## src/rtl/reaction_ctrl.sv

```systemverilog
// Reaction-timer control FSM: debounced start/react keys, idle/delay/timing/display sequencing.
// Define REACTION_FALSE_START_EN to abort a round on a react press during the random delay.
module reaction_ctrl #(
  parameter int DEBOUNCE_MS   = 20,
  parameter int TIMEOUT_MS    = 999,
  parameter int DELAY_WDOG_MS = 2000
) (
  input  logic       Clock,
  input  logic       Reset,
  input  logic       StartKey,
  input  logic       ReactKey,
  input  logic       myFLAG,
  output logic [1:0] state,
  output logic       TimedOut,
  output logic       FalseStart
);

  localparam int DEB_W     = $clog2(DEBOUNCE_MS + 1);
  localparam int PHASE_MAX = (TIMEOUT_MS > DELAY_WDOG_MS) ? TIMEOUT_MS : DELAY_WDOG_MS;
  localparam int PHASE_W   = $clog2(PHASE_MAX);

  localparam logic [DEB_W-1:0]   DEB_LAST     = DEB_W'(DEBOUNCE_MS - 1);
  localparam logic [PHASE_W-1:0] TIMEOUT_LAST = PHASE_W'(TIMEOUT_MS - 1);
  localparam logic [PHASE_W-1:0] WDOG_LAST    = PHASE_W'(DELAY_WDOG_MS - 1);

  typedef enum logic [1:0] {
    IDLE    = 2'd0,
    DELAY   = 2'd1,
    TIMING  = 2'd2,
    DISPLAY = 2'd3
  } stateT;

  // Bit 0 is the start key, bit 1 the react key; both are active-low.
  logic [1:0]       rawKey;
  logic [1:0]       keySync1;
  logic [1:0]       keySync2;
  logic [1:0]       keyDeb;
  logic [1:0]       keyPulse;
  logic [DEB_W-1:0] debCnt [2];
  logic             startPulse;
  logic             reactPulse;

  assign rawKey     = {ReactKey, StartKey};
  assign startPulse = keyPulse[0];
  assign reactPulse = keyPulse[1];

  always_ff @(posedge Clock) begin
    if (Reset) begin
      keySync1 <= 2'b11;
      keySync2 <= 2'b11;
      keyDeb   <= 2'b11;
      keyPulse <= 2'b00;
      for (int k = 0; k < 2; k++) begin
        debCnt[k] <= '0;
      end
    end else begin
      keySync1 <= rawKey;
      keySync2 <= keySync1;
      for (int k = 0; k < 2; k++) begin
        keyPulse[k] <= 1'b0;
        if (keySync2[k] == keyDeb[k]) begin
          debCnt[k] <= '0;
        end else if (debCnt[k] == DEB_LAST) begin
          // Level has differed long enough: accept it, and flag a press on 1->0 only.
          keyDeb[k]   <= keySync2[k];
          debCnt[k]   <= '0;
          keyPulse[k] <= ~keySync2[k];
        end else begin
          debCnt[k] <= debCnt[k] + DEB_W'(1);
        end
      end
    end
  end

  stateT              curState;
  stateT              nextState;
  logic [PHASE_W-1:0] phaseCnt;
  logic               timedOutReg;
  logic               nextTimedOut;
  logic               clearFlags;
`ifdef REACTION_FALSE_START_EN
  logic               falseStartReg;
  logic               nextFalseStart;
`endif

  always_ff @(posedge Clock) begin
    if (Reset) begin
      curState    <= IDLE;
      phaseCnt    <= '0;
      timedOutReg <= 1'b0;
`ifdef REACTION_FALSE_START_EN
      falseStartReg <= 1'b0;
`endif
    end else begin
      curState    <= nextState;
      timedOutReg <= nextTimedOut;
`ifdef REACTION_FALSE_START_EN
      falseStartReg <= nextFalseStart;
`endif
      // Only the two timed phases count; every state change restarts the count.
      if ((nextState != curState) || !(curState inside {DELAY, TIMING})) begin
        phaseCnt <= '0;
      end else begin
        phaseCnt <= phaseCnt + PHASE_W'(1);
      end
    end
  end

  always_comb begin
    nextState    = curState;
    nextTimedOut = timedOutReg;
    clearFlags   = 1'b0;
`ifdef REACTION_FALSE_START_EN
    nextFalseStart = falseStartReg;
`endif
    case (curState)
      IDLE: begin
        if (startPulse) begin
          nextState  = DELAY;
          clearFlags = 1'b1;
        end
      end
      DELAY: begin
`ifdef REACTION_FALSE_START_EN
        if (reactPulse) begin
          nextState      = DISPLAY;
          nextTimedOut   = 1'b0;
          nextFalseStart = 1'b1;
        end else
`endif
        if (myFLAG || (phaseCnt == WDOG_LAST)) begin
          nextState  = TIMING;
          clearFlags = 1'b1;
        end
      end
      TIMING: begin
        // A react press in the timeout cycle still counts as a real reaction.
        if (reactPulse) begin
          nextState    = DISPLAY;
          nextTimedOut = 1'b0;
        end else if (phaseCnt == TIMEOUT_LAST) begin
          nextState    = DISPLAY;
          nextTimedOut = 1'b1;
        end
      end
      DISPLAY: begin
        if (startPulse) begin
          nextState  = IDLE;
          clearFlags = 1'b1;
        end
      end
      default: begin
        nextState = IDLE;
      end
    endcase
    if (clearFlags) begin
      nextTimedOut = 1'b0;
`ifdef REACTION_FALSE_START_EN
      nextFalseStart = 1'b0;
`endif
    end
  end

  assign state    = curState;
  assign TimedOut = timedOutReg;
`ifdef REACTION_FALSE_START_EN
  assign FalseStart = falseStartReg;
`else
  assign FalseStart = 1'b0;
`endif

endmodule

```

## config.mk

```make
export PLATFORM = sky130hd
export DESIGN_NAME = reaction_ctrl
export DESIGN_NICKNAME = d
export VERILOG_FILES = /design/src/rtl/reaction_ctrl.sv
export SDC_FILE = /design/constraint.sdc
export NUM_CORES = 1
export LEC_CHECK = 0
export CAP_MARGIN = 40
export CORE_ASPECT_RATIO = 0.75
export CORE_MARGIN = 8
export CORE_UTILIZATION = 25
export DETAILED_ROUTE_END_ITERATION = 8
export PLACE_DENSITY = 0.48
export RECOVER_POWER = 100
export SLEW_MARGIN = 25
export SYNTH_ARGS = -nofsm -noshare
export SYNTH_HDL_FRONTEND = slang
export SYNTH_SLANG_ARGS = --single-unit
export TNS_END_PERCENT = 50
```

## constraint.sdc

```tcl
create_clock -name Clock -period 2.8 [get_ports Clock]
set_input_delay 0.42 -clock Clock [delete_from_list [all_inputs] [get_ports Clock]]
set_output_delay 0.42 -clock Clock [all_outputs]
set_load 0.005 [all_outputs]
```

==> qor.yml <==
cts_resized: 0
die_h_um: 85.3
cp_data_arrival_time_ns: 2.30
ctsLongestPathBuffers: 2
final_nets: 200
period_minus_slack_ns: 2.15
clk-insertion-delay-late_ns: 0.27
track_usage: 0.0680
async_flop_share: 0
diodes: 0
initial_core_util: 0.256
drt-vias-per-instance: 4.33
r2r-start: "state[1]"
drive_above_1_share: 0.0695
hpwl_um: 2130
fin_area_um2: 1860
worstRegToRegCells: 6
final.setup.tns_ns: 0
crit_chain: "ha_1, nand4b_1, or4_1, o32ai_2, buf_4, nor3_1"
cts_buffers: 5
use_met2: 0.0902
avgSynthCellArea_um2: 9.54
place.port_buffers: 7
num_rows: 25
ir_worst_vdd_v: 0.000200
slowest_stage: "dfxtp_1"
cp-start-kind: "register"
holdPathStages: 1
max_stage_delay_ns: 0.50
ys_seq_area_frac: 0.462
path_max_fanout: 11
drt_pass1_iterations: 4
cap_viol_max_count: 0
rsz0062_at_grt: "false"
grt_max_degree: 12
die_x_um: 108
grt_pass1_wl_um: 4970
cts_setup_buffers: 0
hold_buffers: 0
min_delay_worst_endpoint: "keySync2[0]"
die_area_um2: 9260
use_met1: 0.0915
critical_path_class: "reg2reg"
grt_use_met3: 0.0250
grt_pass1_vias: 1084
status: "finished clean"
path_buf_inv: 1
cp.required_ns: 2.94
grt_overflow_total: 0
netlist_instances: 168
power.density_nw_per_um2: 553
yosysWarningCount: 0
finalHoldViolations: 0
cts_tree: "yes"
place_inst: 261
tightest_slew_ns: 0.515
worstHoldStart: "keySync1[0]"
ys_types: 38
h-tree-depth: 2
wl_per_cell_um: 10.9
worst_setup_path_end_kind: "register"
p_total_uw: 1030
routed_wl_um: 2930
busiest_layer: "met1"
regToRegSetupSlack_ns: 0.65
fin_worst_skew_ns: 0.00446
fin_crit_sh: 0.770
synth_edf_count: 10
synth-main-ff-cell: "dfxtp_1"
placed_cell_area_um2: 1790
clock-sinks: 32
min_path_type: "reg2reg"
io-pin-count: 9
ys_ff_latch: 32
core_area_um2: 6260
fill_cells: 678
cpLargestDelayFamily: "simple AND/OR/NAND/NOR gates"
fin_util: 0.297
drc: 0
finalSetupViolCount: 0
drt_iter0_drc: 56
antenna_found_initial: 0
cts-root-buf: "clkbuf_8"
total_leakage_power_uw: 0.000626
max_freq_ghz: 0.464
gp_congestion: 0.797
r2r_end: "phaseCnt[5]"
vias: 1161
syn2layout_area_growth_pct: 15.8
maxSlewViolCount: 0
synth.cell_area_um2: 1600
stdcell_count: 268
cts.reportedPaths.clkPinSlew_ns: 0.07
ant_nets: 0
relSlewSlack: 0.655
==> cell usage after synthesis, drive strengths merged (4+ instances only) <==
cell type  count  area share
nand3          6       0.019
a21oi          6       0.019
xor2           6       0.033
dfxtp         22        0.27
inv            7       0.016
edfxtp        10        0.19
xnor2         11       0.060
nor3          18       0.056
nand2          9       0.021
or2            4       0.016
nor2          20       0.047
ha             8       0.062
clkbuf         4       0.010
==> per-stage QoR <==
step / setup slack, ns / hold slack (ns)
floorplan: 0.912 / 0.389
finish: 0.645 / 0.409
global route: 0.384 / 0.422
global placement: 0.679 / 0.395
CTS: 0.619 / 0.409
detailed placement: 0.621 / 0.393
==> sequential cells by signal, indices dropped and copies added, names as in the netlist <==
| signal | flops |
|---|---|
| phaseCnt | 11 |
| keyPulse | 2 |
| keySync1 | 2 |
| TimedOut | 1 |
| keySync2 | 2 |
| state | 2 |
| debCnt | 10 |
| keyDeb | 2 |
==> worst max path at each step <==
| stage | endpoint | from | cells past startpoint | slack, ns |
|---|---|---|---|---|
| after floorplan | phaseCnt[10] | state[1] | 7 | 0.91 |
| after global placement | phaseCnt[3] | state[1] | 6 | 0.68 |
| after detailed placement | phaseCnt[1] | state[0] | 6 | 0.62 |
| after CTS | phaseCnt[2] | state[0] | 6 | 0.62 |
| after global routing | phaseCnt[6] | state[0] | 6 | 0.38 |
| final | phaseCnt[5] | state[1] | 6 | 0.65 |
==> cell families (layout without fill, tap and decap cells) <==
family                   count (synthesis)  count (layout)  share of synthesized area
adder cells (fa/ha/maj)                  8               8                     0.0625
flip-flops                              32              32                      0.462
other                                    2              11                    0.00469
XOR/XNOR                                17              17                     0.0929
AND/OR/NAND/NOR                         78              78                      0.254
buffers and inverters                   13              23                     0.0383
AO/OA/AOI/OAI                           16              16                     0.0734
multiplexers                             2               2                     0.0125
==> placed cells by master, fill, tap and decap left out, types with 7 or more instances in the layout <==
master / Yosys / routed
ha_1: 8 / 8
conb_1: 2 / 11
nor3_1: 18 / 18
nor2_1: 20 / 20
dfxtp_1: 22 / 22
xnor2_1: 11 / 11
nand2_1: 9 / 9
edfxtp_1: 10 / 10
inv_1: 7 / 7
==> area by class of cell <==
cell class	count	area (um2)	share of cell area
repair buffers	9	81.3	0.0438
clock buffers	5	68.8	0.0371
well taps	81	101	0.0546
clock inverters	2	7.51	0.00404
multi-input cells	132	831	0.447
flip-flops and latches	32	741	0.399
inverters	7	26.3	0.0142
==> report_power, final <==
| part | internal [uW] | switching, uW | total, uW | leakage [uW] |
|---|---|---|---|---|
| Sequential | 498 | 28.8 | 527 | 0.000281 |
| Clock | 164 | 164 | 328 | 0.0000391 |
| Combinational | 72.8 | 100 | 173 | 0.000305 |
| Total | 735 | 293 | 1030 | 0.000626 |
==> worst register-to-register path, delay by kind of cell, from the launching register on <==
kind	cells	cell delay (ns)
simple gates	3	0.69
fa+ha+maj	1	0.40
buf+inv	1	0.21
compound gates	1	0.22
flops	1	0.50
==> metal layers <==
metal,part of all wire,routed length (um)
met3,0.041,121
met1,0.56,1630
met2,0.39,1140
met5,0,0
met4,0.014,40
Power figures use the tool's default switching activity.
